==> config.mk <==
export PLATFORM = sky130hd
export DESIGN_NAME = lcd_responder_flat
export DESIGN_NICKNAME = d
export VERILOG_FILES = /design/src/rtl/lcd_responder_if.sv /design/src/rtl/lcd_responder.sv /design/src/flat_wrapper.sv
export SDC_FILE = /design/constraint.sdc
export NUM_CORES = 1
export LEC_CHECK = 0
export ABC_CLOCK_PERIOD_IN_PS = 20100
export BUFFER_PORTS_ARGS = -buffer_cell sky130_fd_sc_hd__buf_2
export CAP_MARGIN = 20
export CELL_PAD_IN_SITES_DETAIL_PLACEMENT = 1
export CELL_PAD_IN_SITES_GLOBAL_PLACEMENT = 2
export CORE_MARGIN = 2
export CORE_UTILIZATION = 30
export DETAILED_ROUTE_END_ITERATION = 12
export PLACE_DENSITY_LB_ADDON = 0.1
export SYNTH_ARGS = -nofsm -noshare
export SYNTH_HDL_FRONTEND = slang
export SYNTH_SLANG_ARGS = --single-unit
==> constraint.sdc <==
create_clock -name clk -period 20.1 [get_ports clk]
set_clock_uncertainty 0.05 [all_clocks]
set_input_delay 1.005 -clock clk [delete_from_list [all_inputs] [get_ports clk]]
set_output_delay 1.005 -clock clk [all_outputs]
set_load 0.005 [all_outputs]
==> src/rtl/lcd_responder_if.sv <==
//==============================================================================
// Module      : lcd_responder_if
// Description : HD44780-style parallel bus between an LCD writer and responder.
// Revision    : 1.0 - initial release
//==============================================================================
`default_nettype none

interface lcd_responder_if;
    logic       lcd_rs;
    logic       lcd_rw;
    logic       lcd_e;
    logic [7:0] lcd_data;
    logic [7:0] lcd_dout;
    logic       lcd_dout_en;

    modport master (
        output lcd_rs, lcd_rw, lcd_e, lcd_data,
        input  lcd_dout, lcd_dout_en
    );

    modport slave (
        input  lcd_rs, lcd_rw, lcd_e, lcd_data,
        output lcd_dout, lcd_dout_en
    );
endinterface

`default_nettype wire

==> src/rtl/lcd_responder.sv <==
//==============================================================================
// Module      : lcd_responder
// Description : Behavioural HD44780 character-LCD responder (2x16 visible).
// Revision    : 1.0 - initial release
//==============================================================================
`default_nettype none

module lcd_responder #(
    parameter int BUSY_CYCLES    = 4000,
    parameter int CLEAR_CYCLES   = 152000,
    parameter int POWERUP_CYCLES = 1000000
) (
    input  logic           clk,
    input  logic           reset,
    lcd_responder_if.slave bus,
    output logic [127:0]   line1,
    output logic [127:0]   line2,
    output logic [6:0]     addr_counter,
    output logic           busy,
    output logic           display_on,
    output logic           cursor_on,
    output logic           blink_on,
    output logic           inc_mode,
    output logic           func_8bit,
    output logic           func_2line,
    output logic           cmd_strobe,
    output logic           data_strobe,
    output logic           protocol_error
);

    localparam logic [7:0]   c_SPACE      = 8'h20;
    localparam logic [127:0] c_BLANK_LINE = {16{c_SPACE}};

    typedef enum logic [2:0] {
        S_POWERUP = 3'd0,
        S_IDLE    = 3'd1,
        S_EXEC    = 3'd2,
        S_CLEAR   = 3'd3,
        S_BUSY    = 3'd4
    } state_t;

    state_t       r_state;
    logic [31:0]  r_cnt;
    logic [4:0]   r_fill;
    logic         r_e_q;
    logic         r_rs_q;
    logic         r_rw_q;
    logic [7:0]   r_data_q;
    logic         r_op_rs;
    logic [7:0]   r_op_data;
    logic [127:0] r_line1;
    logic [127:0] r_line2;
    logic [6:0]   r_ac;
    logic         r_busy;
    logic         r_disp;
    logic         r_cursor;
    logic         r_blink;
    logic         r_inc;
    logic         r_f8;
    logic         r_f2;
    logic         r_cgram;
    logic         r_cmd_stb;
    logic         r_data_stb;
    logic         r_err;
    logic [7:0]   r_dout;
    logic         r_dout_en;

    logic         w_edge;
    logic         w_write;
    logic         w_accept;
    logic         w_reject;
    logic         w_dread;
    logic         w_long;
    logic         w_addr_ok;
    logic         w_cnt_done;
    logic [7:0]   w_cell;

    // AC walks 0x00..0x27 and 0x40..0x67, wrapping across the gaps.
    function automatic logic [6:0] f_step(input logic [6:0] ac, input logic inc);
        logic [6:0] nxt;
        if (inc) begin
            if (ac == 7'h27)      nxt = 7'h40;
            else if (ac == 7'h67) nxt = 7'h00;
            else                  nxt = ac + 7'd1;
        end else begin
            if (ac == 7'h00)      nxt = 7'h67;
            else if (ac == 7'h40) nxt = 7'h27;
            else                  nxt = ac - 7'd1;
        end
        return nxt;
    endfunction

    assign w_edge     = r_e_q & ~bus.lcd_e;
    assign w_write    = w_edge & ~r_rw_q;
    assign w_accept   = w_write & ~r_busy;
    assign w_reject   = w_write & r_busy;
    assign w_dread    = w_edge & r_rw_q & r_rs_q & ~r_busy;
    assign w_long     = ~r_rs_q & (r_data_q[7:2] == 6'd0) & (r_data_q[1:0] != 2'd0);
    assign w_addr_ok  = (r_op_data[6:0] <= 7'h27) ||
                        ((r_op_data[6:0] >= 7'h40) && (r_op_data[6:0] <= 7'h67));
    assign w_cnt_done = (r_cnt == 32'd0);

    // Character under the address counter; hidden DDRAM reads back as a space.
    always_comb begin
        w_cell = c_SPACE;
        if (r_ac < 7'h10)
            w_cell = r_line1[{~r_ac[3:0], 3'b000} +: 8];
        else if (r_ac[6:4] == 3'b100)
            w_cell = r_line2[{~r_ac[3:0], 3'b000} +: 8];
    end

    always_ff @(posedge clk or posedge reset) begin
        if (reset) begin
            r_state    <= S_POWERUP;
            r_cnt      <= 32'(POWERUP_CYCLES - 1);
            r_fill     <= 5'd0;
            r_e_q      <= 1'b0;
            r_rs_q     <= 1'b0;
            r_rw_q     <= 1'b0;
            r_data_q   <= 8'd0;
            r_op_rs    <= 1'b0;
            r_op_data  <= 8'd0;
            r_line1    <= c_BLANK_LINE;
            r_line2    <= c_BLANK_LINE;
            r_ac       <= 7'd0;
            r_busy     <= 1'b1;
            r_disp     <= 1'b0;
            r_cursor   <= 1'b0;
            r_blink    <= 1'b0;
            r_inc      <= 1'b1;
            r_f8       <= 1'b1;
            r_f2       <= 1'b0;
            r_cgram    <= 1'b0;
            r_cmd_stb  <= 1'b0;
            r_data_stb <= 1'b0;
            r_err      <= 1'b0;
            r_dout     <= 8'd0;
            r_dout_en  <= 1'b0;
        end else begin
            r_cmd_stb  <= 1'b0;
            r_data_stb <= 1'b0;
            r_err      <= w_reject;

            r_e_q <= bus.lcd_e;
            if (bus.lcd_e) begin
                r_rs_q   <= bus.lcd_rs;
                r_rw_q   <= bus.lcd_rw;
                r_data_q <= bus.lcd_data;
            end

            r_dout_en <= bus.lcd_e & bus.lcd_rw;
            if (bus.lcd_e & bus.lcd_rw)
                r_dout <= bus.lcd_rs ? w_cell : {r_busy, r_ac};
            else
                r_dout <= 8'd0;

            if (r_state != S_IDLE && !w_cnt_done)
                r_cnt <= r_cnt - 32'd1;

            unique case (r_state)
                S_POWERUP: begin
                    if (w_cnt_done) begin
                        r_state <= S_IDLE;
                        r_busy  <= 1'b0;
                    end
                end

                S_IDLE: begin
                    if (w_accept) begin
                        r_op_rs    <= r_rs_q;
                        r_op_data  <= r_data_q;
                        r_cmd_stb  <= ~r_rs_q;
                        r_data_stb <= r_rs_q;
                        r_busy     <= 1'b1;
                        r_cnt      <= w_long ? 32'(CLEAR_CYCLES - 1) : 32'(BUSY_CYCLES - 1);
                        r_state    <= S_EXEC;
                    end else if (w_dread) begin
                        r_ac <= f_step(r_ac, r_inc);
                    end
                end

                S_EXEC: begin
                    if (r_op_rs) begin
                        if (!r_cgram) begin
                            if (r_ac < 7'h10)
                                r_line1[{~r_ac[3:0], 3'b000} +: 8] <= r_op_data;
                            else if (r_ac[6:4] == 3'b100)
                                r_line2[{~r_ac[3:0], 3'b000} +: 8] <= r_op_data;
                            r_ac <= f_step(r_ac, r_inc);
                        end
                    end else begin
                        casez (r_op_data)
                            8'b1???????: begin
                                if (w_addr_ok) begin
                                    r_ac    <= r_op_data[6:0];
                                    r_cgram <= 1'b0;
                                end else begin
                                    r_err <= 1'b1;
                                end
                            end
                            8'b01??????: r_cgram <= 1'b1;
                            8'b001?????: begin
                                r_f8 <= r_op_data[4];
                                r_f2 <= r_op_data[3];
                            end
                            8'b0001????: begin
                                if (!r_op_data[3])
                                    r_ac <= f_step(r_ac, r_op_data[2]);
                            end
                            8'b00001???: begin
                                r_disp   <= r_op_data[2];
                                r_cursor <= r_op_data[1];
                                r_blink  <= r_op_data[0];
                            end
                            8'b000001??: r_inc <= r_op_data[1];
                            8'b0000001?: r_ac  <= 7'd0;
                            8'b00000001: begin
                                r_ac    <= 7'd0;
                                r_inc   <= 1'b1;
                                r_cgram <= 1'b0;
                            end
                            default: ;
                        endcase
                    end

                    if (!r_op_rs && r_op_data == 8'h01) begin
                        r_fill  <= 5'd0;
                        r_state <= S_CLEAR;
                    end else if (w_cnt_done) begin
                        r_busy  <= 1'b0;
                        r_state <= S_IDLE;
                    end else begin
                        r_state <= S_BUSY;
                    end
                end

                // One cell per cycle: fill 0..15 is line 1, 16..31 is line 2.
                S_CLEAR: begin
                    if (r_fill[4])
                        r_line2[{~r_fill[3:0], 3'b000} +: 8] <= c_SPACE;
                    else
                        r_line1[{~r_fill[3:0], 3'b000} +: 8] <= c_SPACE;
                    r_fill <= r_fill + 5'd1;
                    if (r_fill == 5'd31) begin
                        if (w_cnt_done) begin
                            r_busy  <= 1'b0;
                            r_state <= S_IDLE;
                        end else begin
                            r_state <= S_BUSY;
                        end
                    end
                end

                S_BUSY: begin
                    if (w_cnt_done) begin
                        r_busy  <= 1'b0;
                        r_state <= S_IDLE;
                    end
                end

                default: r_state <= S_IDLE;
            endcase
        end
    end

    assign bus.lcd_dout    = r_dout;
    assign bus.lcd_dout_en = r_dout_en;
    assign line1           = r_line1;
    assign line2           = r_line2;
    assign addr_counter    = r_ac;
    assign busy            = r_busy;
    assign display_on      = r_disp;
    assign cursor_on       = r_cursor;
    assign blink_on        = r_blink;
    assign inc_mode        = r_inc;
    assign func_8bit       = r_f8;
    assign func_2line      = r_f2;
    assign cmd_strobe      = r_cmd_stb;
    assign data_strobe     = r_data_stb;
    assign protocol_error  = r_err;

endmodule

`default_nettype wire

==> src/flat_wrapper.sv <==
// flat-port wrapper written by rule: the top's interface ports become plain ports
module lcd_responder_flat 
#(
    parameter int BUSY_CYCLES    = 4000,
    parameter int CLEAR_CYCLES   = 152000,
    parameter int POWERUP_CYCLES = 1000000
)
  (clk, reset, line1, line2, addr_counter, busy, display_on, cursor_on, blink_on, inc_mode, func_8bit, func_2line, cmd_strobe, data_strobe, protocol_error, bus_lcd_rs, bus_lcd_rw, bus_lcd_e, bus_lcd_data, bus_lcd_dout, bus_lcd_dout_en);
  lcd_responder_if bus_i ();
  input  logic clk;
  input  logic reset;
  output logic [127:0] line1;
  output logic [127:0] line2;
  output logic [6:0] addr_counter;
  output logic busy;
  output logic display_on;
  output logic cursor_on;
  output logic blink_on;
  output logic inc_mode;
  output logic func_8bit;
  output logic func_2line;
  output logic cmd_strobe;
  output logic data_strobe;
  output logic protocol_error;
  input wire logic [$bits(bus_i.lcd_rs)-1:0] bus_lcd_rs;
  input wire logic [$bits(bus_i.lcd_rw)-1:0] bus_lcd_rw;
  input wire logic [$bits(bus_i.lcd_e)-1:0] bus_lcd_e;
  input wire logic [$bits(bus_i.lcd_data)-1:0] bus_lcd_data;
  output wire logic [$bits(bus_i.lcd_dout)-1:0] bus_lcd_dout;
  output wire logic [$bits(bus_i.lcd_dout_en)-1:0] bus_lcd_dout_en;
  assign bus_i.lcd_rs = bus_lcd_rs;
  assign bus_i.lcd_rw = bus_lcd_rw;
  assign bus_i.lcd_e = bus_lcd_e;
  assign bus_i.lcd_data = bus_lcd_data;
  assign bus_lcd_dout = bus_i.lcd_dout;
  assign bus_lcd_dout_en = bus_i.lcd_dout_en;
  lcd_responder #(.BUSY_CYCLES(BUSY_CYCLES), .CLEAR_CYCLES(CLEAR_CYCLES), .POWERUP_CYCLES(POWERUP_CYCLES)) u_core (.clk(clk), .reset(reset), .bus(bus_i), .line1(line1), .line2(line2), .addr_counter(addr_counter), .busy(busy), .display_on(display_on), .cursor_on(cursor_on), .blink_on(blink_on), .inc_mode(inc_mode), .func_8bit(func_8bit), .func_2line(func_2line), .cmd_strobe(cmd_strobe), .data_strobe(data_strobe), .protocol_error(protocol_error));
endmodule
Word-level counts from Yosys, hierarchy flattened
Cells that the tools add are included.
{ "totals": {"in_bits": 13, "regBits": 343, "output_inout_bits": 282, "wordCells": 184} }
{ "classes": {"n_shift": 6, "n_mux": 61, "n_eq_ne": 36, "n_addsub": 6, "n_reduce_logical": 29, "n_lt_le_gt_ge": 4, "n_bitwise": 17} }
{ "ops": {"columns": ["operator", "n"], "rows": [
  ["two-way mux 128 bit", 9],
  ["bitwise mux 128 bit", 4],
  ["one-hot mux 128 bit (2 select lines)", 2],
  ["variable shift 8 x 9 -> 128 bit (first input constant)", 2],
  ["indexed part select 128 x 8 -> 8 bit", 2],
  ["indexed part select 8 x 9 -> 128 bit", 1],
  ["indexed part select 8 x 9 -> 128 bit (first input constant)", 1],
  ["two-way mux 32 bit", 3],
  ["two-way mux 7 bit", 12],
  ["logical NOT 32 bit", 1],
  ["two-way mux 8 bit", 4],
  ["subtractor 32 x 1 -> 32 bit (second input constant)", 1],
  ["one-hot mux 7 bit (3 select lines)", 1],
  ["two-way mux 18 bit", 1],
  ["inequality test 2 x 1 -> 1 bit (second input constant)", 9],
  ["negator 7 -> 9 bit", 2],
  ["two-way mux 3 bit", 5],
  ["== test 7 bit (second input constant)", 2],
  ["one-hot mux 7 bit (2 select lines)", 1],
  ["two-way mux 1 bit", 13],
  ["inequality test 2 bit (second input constant)", 6],
  ["one-hot mux 3 bit (4 select lines)", 1],
  ["AND reduction 3 bit", 4],
  ["bitwise AND 1 bit", 10],
  ["other kinds (44)", 62]
]} }

Longest topological paths before layout
Gate-level depths: netlist (run 1).
{ "logic_depth": {"ltp_word": 9, "depth_mapped": 12, "depth_no_buf": 7} }

Worst setup path before layout (run 1)
Ideal clock, no wire load.
{ "synth_path": {"path_type": "flip-flop to flip-flop", "startpoint": "register u_core.r_ac[1] (netlist: u_core.addr_counter[1])", "endpoint": "register u_core.r_line1[32] (netlist: u_core.line1[32])", "setup_ns": 0.121, "arrival_time_ns": 3.194, "path_buffers": 5, "required_ns": 19.929, "path_stages_with_launch": 13, "period_less_slack_ns": 3.365, "setup_slack_ns": 16.735, "cell_sequence": "dfrtp_1 > clkbuf_1 > clkbuf_1 > buf_2 > inv_2 > ha_1 > clkbuf_1 > nor2b_1 > nand4_1 > nor3b_2 > o21ba_2 > clkbuf_1 > a22o_1"} }
{ "synth_between": {"elab_chain_len": 8, "elab_cells_between_ends": 12, "classes_between": "1 x add/sub; 1 x order compare; 1 x eq/ne; 2 x shift; 5 x mux; 1 x bitwise; 1 x reduce/logical"} }
{ "synth_rtl": {"columns": ["element", "line", "source"], "rows": [
  ["start: declaration", "lcd_responder.sv:53", "logic [6:0] r_ac;"],
  ["start signal: assignment", "lcd_responder.sv:178", "r_ac <= f_step(r_ac, r_inc);"],
  ["start signal: assignment", "lcd_responder.sv:189", "r_ac <= f_step(r_ac, r_inc);"],
  ["start signal: assignment", "lcd_responder.sv:195", "r_ac <= r_op_data[6:0];"],
  ["NOT 4 bit", "lcd_responder.sv:186", "r_line1[{~r_ac[3:0], 3'b000} +: 8] <= r_op_data;"],
  ["negator 7 -> 9 bit", "lcd_responder.sv:186", null],
  ["indexed part select 8 x 9 -> 128 bit / variable shift 8 x 9 -> 128 bit (equally long branches)", "lcd_responder.sv:186", null],
  ["bitwise mux 128 bit", "lcd_responder.sv:186", null],
  ["two-way mux 128 bit", "lcd_responder.sv:185", "if (r_ac < 7'h10)"],
  ["two-way mux 128 bit", "lcd_responder.sv:184", "if (!r_cgram) begin"],
  ["two-way mux 128 bit", "lcd_responder.sv:183", "if (r_op_rs) begin"],
  ["one-hot mux 128 bit (2 select lines)", "lcd_responder.sv:160", "unique case (r_state)"],
  ["end signal: assignment", "lcd_responder.sv:123", "r_line1 <= c_BLANK_LINE;"],
  ["end signal: indexed assignment", "lcd_responder.sv:186", null],
  ["end signal: indexed assignment", "lcd_responder.sv:242", "r_line1[{~r_fill[3:0], 3'b000} +: 8] <= c_SPACE;"],
  ["end: declaration", "lcd_responder.sv:51", "logic [127:0] r_line1;"]
]} }
Several ways; a longest one is shown, not always the timed one. The select of a mux whose other input is x is not followed.
A chain may end at the register's enable or synchronous reset.

Final worst setup path (run 1)
{ "layout_path": {"startpoint": "register u_core.r_ac[0] (netlist: u_core.addr_counter[0])", "endpoint": "register u_core.r_line1[97] (netlist: u_core.line1[97])"} }
The elaborated chain is that of the path after synthesis.

==> impl_metrics.tcl, run 1 <==
set metrics [dict create \
    outcome "completed" \
    grt_antenna_before_repair 8 \
    grt_pass1_vias 15700 \
    core_area_um2 56500 \
    die_y_um 243 \
    timing.fmax_mhz 253 \
    clk_latency_ps 570 \
    path_buf_inv 2 \
    cts_max_level 2 \
    portBuffers 294 \
    maxCapViolCount 0 \
    synth.top_cell.area_share 0.431 \
    yosysUniqueCellTypes 89 \
    dp_hpwl_um 62100 \
    reg2reg_depth 8 \
    path_class "reg2reg" \
    clk_path_buf_depth 3 \
    syn2layout_area_growth_pct 21.6 \
    synthFlopType "dfrtp_1" \
    worstPathCellList "inv_1 > ha_1 > nor2b_1 > nand4_1 > nor3b_2 > a41oi_1 > buf_4 > a22o_1" \
    finalCritPeriodShare 0.197 \
    worst_pin_slew_ps 1120 \
    ys_top_cells_by_area "dfrtp_1 43%, mux4_2 8.3%, dfstp_2 7.2%, o22ai_1 4.0%, a22o_1 3.7%" \
    numCtsBuffers 43 \
    grt_pass1_wl_um 123000 \
    drtIter0Drc 1374 \
    synth_top_area_cell "dfrtp_1" \
    first_pass_iters 7 \
    crit_end "u_core.line1[97]" \
    setup_viol 0 \
    layout-drive-gt1-share 0.303 \
    cts_hold_buffers 0 \
    io-pin-count 295 \
    fill_cells 6324 \
    hp-class "reg2reg" \
    slew_violations 0 \
    synth_most_common_cell "dfrtp_1" \
    syn_nets 1609 \
    end_kind "register" \
    seq_area_frac_synth 0.503 \
    rsz0062_at_grt "false" \
    r2r_slack_ps 16150 \
    grtUsageTotal 0.289 \
    finalSetupTns_ps 0 \
    cts_resized 0 \
    drtAntennaViolNets 0 \
    num_vias 15600 \
    overflow 0 \
    path_depth 8 \
    synth_commonest_cells "296 x dfrtp_1, 138 x inv_1, 128 x nand2_1" \
    min_period_ps 3950 \
    relSlewSlack 0.253 \
    crit_path_max_incr_delay_ps 930 \
    synth-edff-count 0 \
    clock_sinks 343 \
    via_per_inst 5.87 \
    cpLargestDelayFamily "simple AND/OR/NAND/NOR gates" \
    post-cts-setup-buffers 0 \
    multi_input_area_um2 7600 \
    drc 0 \
    cp_max_fo 31 \
    hold_slack_ps 447 \
    power_density_nw_per_um2 71.9 \
    clk_pin_slew_ps 60 \
    r2r_start "u_core.addr_counter[0]" \
    async_flop_share 1.00 \
    grt_max_degree 140 \
    rr_endpoint "u_core.line1[97]" \
    worstHoldStart "u_core.r_cnt[21]" \
    power_leakage_nw 9.41 \
    ys_warn_count 0 \
    ys_ff_latch 343 \
    start_util 0.304 \
    cts-root-buf "clkbuf_16" \
    cts_tree "yes" \
    crit_arrival_ps 4360 \
    netlist_area_um2 17200 \
    worstPathRequired_ps 20510 \
    die_x_um 243 \
    cp-startpoint "u_core.addr_counter[0]" \
    synth.avg_cell_area_um2 10.8 \
    crit_path_start_kind "register" \
    routed_wl_um 86500 \
    regArea_um2 8650 \
    routabilityCongestion 0.893 \
    rows 87 \
    synthCells 1584 \
    worst_path_max_delay_cell "nor3b_2" \
    peakVddDrop_mv 0.0491 \
    finalHoldViolCount 0 \
    wire_per_inst_um 32.6 \
    final_net_count 1888 \
    die_area_um2 59200 \
]
## cell type report
type                            instances  share of cell area
Timing Repair Buffer                  330              0.0840
Clock inverter                          8             0.00353
Clock buffer                           70              0.0632
Multi-Input combinational cell       1003               0.364
Tap cell                              756              0.0453
Sequential cell                       343               0.414
Inverter                              142              0.0259
Antenna cell                            2            0.000240
## worst min-delay path by stage
| stage | slack (ps) | endpoint | depth (start not counted) |
|---|---|---|---|
| after floorplan | 390 | u_core.r_cnt[21] | 1 |
| after global placement | 420 | u_core.display_on | 2 |
| after detailed placement | 440 | u_core.r_cnt[31] | 1 |
| after CTS | 450 | u_core.r_cnt[19] | 2 |
| after global routing | 460 | u_core.r_cnt[19] | 2 |
| final | 450 | u_core.r_cnt[21] | 1 |
## cell families (layout without fill, tap and decap cells)
group / Yosys count / count (layout) / share of synthesized area
buffers and inverters: 238 / 550 / 0.0545
multiplexers: 115 / 115 / 0.115
adder cells (fa/ha/maj): 12 / 12 / 0.00874
AND/OR/NAND/NOR: 426 / 426 / 0.131
flip-flops: 343 / 343 / 0.503
other: 0 / 2 / 0
AO/OA/AOI/OAI: 442 / 442 / 0.183
XOR/XNOR: 8 / 8 / 0.00452
## report_power, final
group,internal (mW),switching [mW],total [mW]
sequential,0.694,0.00266,0.696
combinational,0.00423,0.0186,0.0228
clock,0.460,0.321,0.781
total,1.16,0.342,1.50
## metrics by stage
stage	setup slack (ps)	total power, mW	cells	instance area [um^2]	util
floorplan	9610	0.722	1584	17200	-
global placement	15920	0.732	2569	19400	0.344
detailed placement	16180	0.733	2571	19500	0.345
CTS	16170	1.51	2649	20900	0.369
global route	15910	1.54	2652	20900	0.370
finish	16150	1.50	2654	20900	0.370
## placed cells by master, fill, tap and decap left out, drive strengths merged, types with 9 or more instances in the layout
master   instances
dfrtp          296
ha              12
mux2            28
nand4           12
or3             13
and3            25
nand3b           9
a22o            73
or4             12
nand3           70
o211ai          15
a31oi           14
a21oi           56
o2bb2ai         27
o22ai          111
and2            22
nor2            56
mux2i           24
nor3            25
o21ai           58
inv            139
buf            329
nand2          128
mux4            63
o31ai           12
dfstp           47
clkbuf          71
## state kept, by name, summed over array words and instances, names as in the netlist, 3 cells and up
register	count
u_core.bus.lcd_dout	8
u_core.r_data_q	8
u_core.r_op_data	8
u_core.r_fill	5
u_core.addr_counter	7
u_core.line2	128
u_core.r_cnt	32
u_core.line1	128
u_core.r_state	3
## routing by layer
metal | global-route usage | part of all wire | vias to the layer above
met2 | 0.451 | 0.46 | 689
li1 | - | - | 6489
met5 | 0 | 0.00015 | -
met4 | 0.103 | 0.037 | 2
met3 | 0.0510 | 0.073 | 133
met1 | 0.403 | 0.43 | 8274
## worst reg2reg max path: stages (launching register included)
cell     delay, ps
dfrtp_4        750
inv_1          290
ha_1           540
nor2b_1        300
nand4_1        350
nor3b_2        930
a41oi_1        170
buf_4          260
a22o_1         190
No activity file was read; power rests on OpenSTA's default activity.
==> run 2, diff against run 1 <==
--- a/config.mk
+++ b/config.mk
@@ -5,7 +5,7 @@
 export SDC_FILE = /design/constraint.sdc
 export NUM_CORES = 1
 export LEC_CHECK = 0
-export ABC_CLOCK_PERIOD_IN_PS = 20100
+export ABC_CLOCK_PERIOD_IN_PS = 3900
 export BUFFER_PORTS_ARGS = -buffer_cell sky130_fd_sc_hd__buf_2
 export CAP_MARGIN = 20
 export CELL_PAD_IN_SITES_DETAIL_PLACEMENT = 1
==> constraint.sdc (replaced) <==
create_clock -name clk -period 3.9 [get_ports clk]
set_clock_uncertainty 0.05 [all_clocks]
set_input_delay 0.195 -clock clk [delete_from_list [all_inputs] [get_ports clk]]
set_output_delay 0.195 -clock clk [all_outputs]
set_load 0.005 [all_outputs]
==> run 2 against run 1 <==
  * Wire length shrank 0.40%
  * Flip-flop and latch count is the same
  * Critical path depth decreased by 2
  * First-iteration DRC count fell by 4.2%
  * Maximum frequency grew 25%
  * Core utilization rose by 1.0 points
  * Design area up 2.8%
  * Combinational power grew to 6.1 times the previous value
  * Register-to-register slack worse by 15000 ps
==> impl_metrics.tcl, run 2 (synthesis gave the netlist of run 1 again) <==
set metrics [dict create \
    drtIter0Drc 1316 \
    most-common-layout-cells "294 x buf_2, 293 x dfrtp_1, 137 x inv_1" \
    grt_max_degree 86 \
    cp_max_fo 21 \
    timing.fmax_mhz 316 \
    first_pass_iters 5 \
    cts-root-buf "clkbuf_16" \
    num_vias 15700 \
    crit_path_max_incr_delay_ps 740 \
    drtAntennaViolNets 0 \
    maxCapViolCount 0 \
    core_area_um2 56500 \
    numCtsBuffers 43 \
    hold_slack_ps 131 \
    crit_path_start_kind "register" \
    hp-class "in2reg" \
    clock_sinks 343 \
    die_y_um 243 \
    wire_per_inst_um 31.7 \
    post-place-cells 2627 \
    path_common_cell "and2_1" \
    drc 0 \
    grt_antenna_before_repair 5 \
    peakVddDrop_mv 0.270 \
    clk_latency_ps 590 \
    finalNonFillerCells 2716 \
    worstPathRequired_ps 4370 \
    clk_pin_slew_ps 60 \
    portBuffers 294 \
    routed_wl_um 86100 \
    syn2layout_area_growth_pct 25.1 \
    cts_tree "yes" \
    worst_path_max_delay_cell "and2_1" \
    whs_endpoint "u_core.bus.lcd_dout[6]" \
    relSlewSlack 0.386 \
    die_x_um 243 \
    layout-drive-gt1-share 0.323 \
    die_area_um2 59200 \
    worst_pin_slew_ps 917 \
    worstPathCellList "inv_2 > ha_1 > nor2_1 > and2_1 > and2_1 > mux2_2" \
    setup_slack_ps 740 \
    start_util 0.304 \
    r2r_slack_ps 740 \
    cts_max_level 2 \
    power_density_nw_per_um2 367 \
    dp_hpwl_um 63400 \
    reg2reg_depth 6 \
    crit_arrival_ps 3630 \
    io-pin-count 295 \
    finalHoldViolCount 0 \
    end_kind "register" \
    rsz0062_at_grt "false" \
    grt_pass1_vias 16000 \
    place_ws_ps 847 \
    min_path_cells 3 \
    finalCritPeriodShare 0.810 \
    post-cts-setup-buffers 0 \
    routabilityCongestion 0.880 \
    clk_path_buf_depth 3 \
    via_per_inst 5.78 \
    path_class "reg2reg" \
    grtUsageTotal 0.289 \
    setup_viol 0 \
    outcome "completed" \
    worstHoldStart "bus_lcd_rs" \
    overflow 0 \
    power_leakage_nw 9.78 \
    min_period_ps 3160 \
    rows 87 \
    n_antenna_cell 0 \
    r2r_start "u_core.addr_counter[1]" \
    postPlaceCellArea_um2 19900 \
    slew_violations 0 \
    final_common_cell "buf_2" \
    rr_endpoint "u_core.line1[57]" \
    grt_pass1_wl_um 124000 \
    postLayoutCellArea_um2 21500 \
    final_net_count 1952 \
]
run 2: cell count changes in the layout (fill, tap and decap cells not counted), moves of 3 or more:
cell,previous run,this run
dlygate4sd3_1,0,11
clkbuf_1,15,8
buf_4,34,85
buf_12,1,4
clkinv_2,4,8
run 2: final cells by class:
class,count,area [um^2]
inverters,142,537
flip-flops and latches,343,8650
multi-input cells,1003,7600
well taps,756,946
fillers,6290,35000
repair buffers,394,2300
clock inverters,15,170
clock buffers,63,1280
run 2: worst max path at each step:
stage                            from                endpoint  slack, ps  cells after the start
3_5_place_dp   u_core.addr_counter[1]        u_core.line1[56]        850                      6
3_3_place_gp        u_core.r_state[0]        u_core.line1[89]        860                      5
4_1_cts        u_core.addr_counter[1]        u_core.line1[56]        790                      6
5_1_grt        u_core.addr_counter[1]       u_core.line2[100]        680                      7
6_report       u_core.addr_counter[1]        u_core.line1[57]        740                      6
2_1_floorplan                   reset  u_core.addr_counter[0]       -900                      1
run 2: worst max-delay path: cells and delay by family (launching register included):
kind	cells	cell delay, ps
buffers and inverters	1	80
adder cells (fa/ha/maj)	1	440
multiplexers	1	150
flip-flops	1	710
AND/OR/NAND/NOR	3	1640
run 2: metrics by stage:
stage               power (mW)  TNS (ps)   util
floorplan                 3.72   -264960      -
global placement          3.78         0  0.353
detailed placement        3.79         0  0.353
CTS                       7.96         0  0.380
global route              8.11         0  0.380
finish                    7.89         0  0.380
run 2: repair_timing:
item | CTS | global route
hold buffers | 11 | 0
hold endpoints to repair | 27 | 0
gates resized for setup | 0 | 0
run 2: where the power goes:
part / switching, mW / internal (mW) / total, mW / leakage (nW)
logic: 0.103 / 0.0362 / 0.139 / 4.57
clock network: 1.68 / 2.48 / 4.16 / 0.716
registers: 0.0118 / 3.58 / 3.59 / 4.50
run 2: layer usage:
layer,routed length (um),track usage,part of all wire
met4,2300,0.0780,0.027
met2,40000,0.461,0.46
met5,25,0,0.00029
met3,6100,0.0480,0.071
met1,37700,0.406,0.44
